===== src/rtl/mul_cmd_sequencer.sv =====
// Command front-end for the shift/add multiply-divide unit: accepts a request,
// pulses the unit, waits for fin (or times out) and returns the result.
module mul_cmd_sequencer #(
    parameter int W           = 8,
    parameter int TIMEOUT_CYC = 64,
    parameter int CNT_W       = 7
) (
    input  logic         CLK,
    input  logic         rst,
    input  logic         req_valid,
    output logic         req_ready,
    input  logic [1:0]   req_op,
    input  logic [W-1:0] req_a,
    input  logic [W-1:0] req_b,
    output logic [W-1:0] mu_A,
    output logic [W-1:0] mu_B,
    output logic         mu_pdt,
    output logic         mu_div,
    input  logic [W-1:0] mu_Y,
    input  logic         mu_fin,
    output logic         rsp_valid,
    input  logic         rsp_ready,
    output logic [W-1:0] rsp_y,
    output logic         rsp_err,
    output logic         busy
);

    localparam logic [1:0] IDLE  = 2'd0;
    localparam logic [1:0] ISSUE = 2'd1;
    localparam logic [1:0] WAIT  = 2'd2;
    localparam logic [1:0] RESP  = 2'd3;

    localparam logic [1:0] OP_MUL = 2'b01;
    localparam logic [1:0] OP_DIV = 2'b10;

    localparam logic [CNT_W-1:0] CNT_LAST = CNT_W'(TIMEOUT_CYC - 1);

    logic [1:0]       r_state;
    logic [1:0]       r_op;
    logic [W-1:0]     r_a;
    logic [W-1:0]     r_b;
    logic [W-1:0]     r_y;
    logic             r_err;
    logic [CNT_W-1:0] r_cnt;

    logic w_accept;
    logic w_bad_req;

    assign w_accept  = req_valid && (r_state == IDLE);
    // Illegal op codes and divide-by-zero are answered directly, never issued.
    assign w_bad_req = (req_op != OP_MUL && req_op != OP_DIV) ||
                       (req_op == OP_DIV && req_b == '0);

    // NOTE: every register below, datapath included, is cleared by reset so
    // outputs are deterministic right after it; all state uses non-blocking <=.
    always_ff @(posedge CLK) begin
        if (rst) begin
            r_state <= IDLE;
            r_op    <= 2'b00;
            r_a     <= '0;
            r_b     <= '0;
            r_y     <= '0;
            r_err   <= 1'b0;
            r_cnt   <= '0;
        end else begin
            case (r_state)
                IDLE: begin
                    if (w_accept) begin
                        r_a  <= req_a;
                        r_b  <= req_b;
                        r_op <= req_op;
                        if (w_bad_req) begin
                            r_y     <= '0;
                            r_err   <= 1'b1;
                            r_state <= RESP;
                        end else begin
                            r_state <= ISSUE;
                        end
                    end
                end
                ISSUE: begin
                    r_cnt   <= '0;
                    r_state <= WAIT;
                end
                WAIT: begin
                    r_cnt <= r_cnt + CNT_W'(1);
                    // fin takes priority over a coincident timeout
                    if (mu_fin) begin
                        r_y     <= mu_Y;
                        r_err   <= 1'b0;
                        r_state <= RESP;
                    end else if (r_cnt == CNT_LAST) begin
                        r_y     <= '1;
                        r_err   <= 1'b1;
                        r_state <= RESP;
                    end
                end
                RESP: begin
                    if (rsp_ready) begin
                        r_state <= IDLE;
                    end
                end
                default: r_state <= IDLE;
            endcase
        end
    end

    assign req_ready = (r_state == IDLE);
    assign rsp_valid = (r_state == RESP);
    assign busy      = (r_state != IDLE);
    assign mu_pdt    = (r_state == ISSUE) && (r_op == OP_MUL);
    assign mu_div    = (r_state == ISSUE) && (r_op == OP_DIV);
    assign mu_A      = r_a;
    assign mu_B      = r_b;
    assign rsp_y     = r_y;
    assign rsp_err   = r_err;

endmodule


===== config.mk =====
export PLATFORM = sky130hd
export DESIGN_NAME = mul_cmd_sequencer
export DESIGN_NICKNAME = d
export VERILOG_FILES = /design/src/rtl/mul_cmd_sequencer.sv
export SDC_FILE = /design/constraint.sdc
export NUM_CORES = 1
export LEC_CHECK = 0
export ABC_CLOCK_PERIOD_IN_PS = 2000
export CAP_MARGIN = 20
export CORE_MARGIN = 5
export CORE_UTILIZATION = 44
export DETAILED_ROUTE_END_ITERATION = 16
export GPL_ROUTABILITY_DRIVEN = 0
export MAX_ROUTING_LAYER = met4
export PLACE_DENSITY_LB_ADDON = 0.2
export SETUP_SLACK_MARGIN = 0.05
export SLEW_MARGIN = 0
export SYNTH_ARGS = -nofsm -noshare
export SYNTH_HDL_FRONTEND = slang
export SYNTH_SLANG_ARGS = --single-unit

===== constraint.sdc =====
create_clock -name CLK -period 2 [get_ports CLK]
set_clock_uncertainty 0.05 [all_clocks]
set_input_delay 0.3 -clock CLK [delete_from_list [all_inputs] [get_ports CLK]]
set_output_delay 0.3 -clock CLK [all_outputs]
set_load 0.02 [all_outputs]

==> flow_summary_export.csv <==
group,metric,value,unit
status,status,"complete, no violations",
global_route,track_usage,16.5,%
placed_design,dp_hpwl,2850,um
sta,rsz0062_at_grt,"no",
synth,yosysMostFrequentCell,"nand2_1",
synth,synthFlopType,"dfxtp_1",
synth,synth_top_cell_area_share,44.0,%
global_route,grt-ovfl-total,0,
synth,async_reset_ff_share,0,%
sta,finalCritPeriodShare,94.5,%
synth,synth_cells,192,
placed_design,port_buffers,60,
final_layout,layout-drive-gt1-share,12.6,%
clock_tree,root_buffer,"clkbuf_8",
routing,wl_per_cell,13.0,um
setup_path,cp.arrival,2.01,ns
setup_path,worstSetupPathType,"in2reg",
setup_path,cp-start-kind,"input port",
setup_path,reg2reg_depth,5,
routing,met2_wirelength,1800,um
routing,drc,0,
synth,synth_area_leaders,"dfxtp_1, nand2_1, a21oi_1",
hold_path,holdCritPathClass,"in2reg",
clock_tree,cts_buffers,5,
setup_path,rrSetupSlack,0.15,ns
final_layout,antenna_cells,0,
routing,m1WireLength,1870,um
run,max_cap_violations,0,
synth,yosysWarnings,0,
synth,synth-seq-cells,36,
setup_path,cp_slowest_stage_delay,0.45,ns
routing,wl,4030,um
global_route,antenna_found_initial,0,
synth,ys_types,32,
setup_path,critical_path.slowest_cell,"or4_4",
setup_path,crit_path_end_kind,"flip-flop",
die,fp-row-count,22,
routing,top_layer,"met4",
die,io_pins,61,
routing,drtPass1Iterations,4,
setup_path,critPathLaunch,"req_b[5]",
sta,slew_headroom,60.0,%
die,die_area,5040,um^2
clock_tree,clk_latency,0.28,ns
die,die_h,71.0,um
power,p_total,2.72,mW
power,leakagePower,0.976,nW
power,powerDensity,1110,nW/um^2
setup_path,crit_chain,"clkdlybuf4s50_1, or4_4, o211ai_4, o2111a_1, mux2_2",
clock_tree,clk_pin_slew,0.07,ns
setup_path,critPathCapture,"rsp_y[7]$_SDFFE_PP0P_",
routing,ant_nets,0,
final_layout,fin_nets,297,
sta,maxSlewViolCount,0,
synth,seq_area_frac_synth,44.0,%
power,ir_drop,0.603,mV
global_route,grt_pass1_vias,1446,
final_layout,area_growth,50.3,%
synth,synth.avg_cell_area,8.52,um^2
placed_design,place_inst,298,
clock_tree,cts_buffer_depth,2,
routing,num_vias,1530,
global_route,grt_pass1_wl,6490,um
synth,synth_nets,229,
synth,synthTopCellsByCount,"nand2_1, dfxtp_1, a21oi_1",
setup_path,cp_max_fo,3,
setup_path,cp.required,2.12,ns
synth,synth-edff-count,0,
sta,tightest_slew,0.599,ns
sta,layout_min_cycle_time,1.89,ns
sta,setup_violations,0,
global_route,grt_max_degree,23,
sta,hold_viol,0,
die,start_util,45.0,%
setup_path,r2r-end,"rsp_y[7]$_SDFFE_PP0P_",
clock_tree,clock-sinks,36,
routing,drt-initial-drc-count,112,
clock_tree,cts_tree,"built",
sta,timing.fmax,0.529,GHz
die,die_w,71.0,um
synth,syn-cell-area,1640,um^2
final_layout,layoutNonFillerInstCount,309,
die,core_area,3630,um^2
synth,yosysTopAreaCell,"dfxtp_1",
setup_path,timing.rr.start,"r_cnt[0]$_SDFFE_PP0P_",
routing,vias_per_cell,4.95,
routing,wl_met3,306,um
clock_tree,cts_max_level,2,
==> flip-flops by register name, indices dropped and copies added, names as in the netlist <==
| register | count |
|---|---|
| r_cnt | 7 |
| rsp_y | 8 |
| mu_B | 8 |
| r_op | 2 |
| rsp_err | 1 |
| mu_A | 8 |
| r_state | 2 |
==> worst max-delay path, delay by kind of cell <==
kind | cells | cell delay (ns)
AOI/OAI and AO/OA | 2 | 0.50
buffers and inverters | 1 | 0.43
muxes | 1 | 0.34
and+or+nand+nor | 1 | 0.45
==> power breakdown <==
part	switching (mW)	leakage [nW]	internal [mW]
registers	0.0820	0.295	0.851
clock network	0.239	0.0455	0.281
logic	0.661	0.636	0.604
total	0.983	0.976	1.74
==> cell usage in the layout (no fill, tap or decap), drive strengths merged, types with 9 or more instances in the layout <==
cell and n:
nor2b 10, o21ai 11, clkdlybuf4s50 49, a21oi 22
nand2 41, nor2 14, dlygate4sd2 9, buf 10
dfxtp 36
==> logic make-up (layout without fill, tap and decap cells) <==
family / count (synthesis) / in the layout / share of synthesized area, %
multiplexers: 9 / 9 / 6.12
AND/OR/NAND/NOR: 77 / 77 / 21.3
AO/OA/AOI/OAI: 44 / 44 / 18.1
flip-flops: 36 / 36 / 44.0
XOR/XNOR: 4 / 4 / 2.14
adder cells (fa/ha/maj): 6 / 6 / 4.59
buffers and inverters: 16 / 85 / 3.67
==> stage by stage <==
step	area (um^2)	utilization (%)	setup WS [ns]	hold slack, ns	setup TNS, ns
after floorplan	1640	-	0.174	0.386	0
after global placement	2320	63.8	-0.313	0.392	-2.50
after detailed placement	2320	63.8	-0.356	0.396	-2.83
after CTS	2420	66.6	0.0859	0.360	0
after global routing	2460	67.7	0.0659	0.278	0
final	2460	67.7	0.110	0.259	0
==> timing repair <==
item	4_1_cts	5_1_grt
hold buffers	0	0
setup endpoints to repair	12	8
pin swaps	2	6
buffers inserted	1	2
resized for setup	12	7
==> how the worst min path moves through the flow <==
| stage | from | endpoint | slack, ns | depth (start not counted) |
|---|---|---|---|---|
| after floorplan | req_op[0] | r_op[0]$_SDFFE_PP0P_ | 0.39 | 2 |
| after global placement | mu_B[4]$_SDFFE_PP0P_ | mu_B[4]$_SDFFE_PP0P_ | 0.39 | 2 |
| after detailed placement | mu_A[1]$_SDFFE_PP0P_ | mu_A[1]$_SDFFE_PP0P_ | 0.40 | 2 |
| after CTS | req_b[4] | mu_B[4]$_SDFFE_PP0P_ | 0.36 | 3 |
| after global routing | req_b[7] | mu_B[7]$_SDFFE_PP0P_ | 0.28 | 3 |
| final | req_b[7] | mu_B[7]$_SDFFE_PP0P_ | 0.26 | 3 |
==> cell type report <==
class	instances	area, um^2
Fill cell	319	1170
Multi-Input combinational cell	140	891
Clock buffer	8	90.1
Tap cell	48	60.1
Timing Repair Buffer	70	669
Sequential cell	36	723
Inverter	7	26.3
==> routing by layer <==
metal  track usage [%]  vias to the layer above
met5                 -                        -
met4              5.22                        0
met3              5.68                        5
met2              25.5                       50
met1              20.1                      694
li1                  -                      781
No activity file was read; power rests on OpenSTA's default activity.
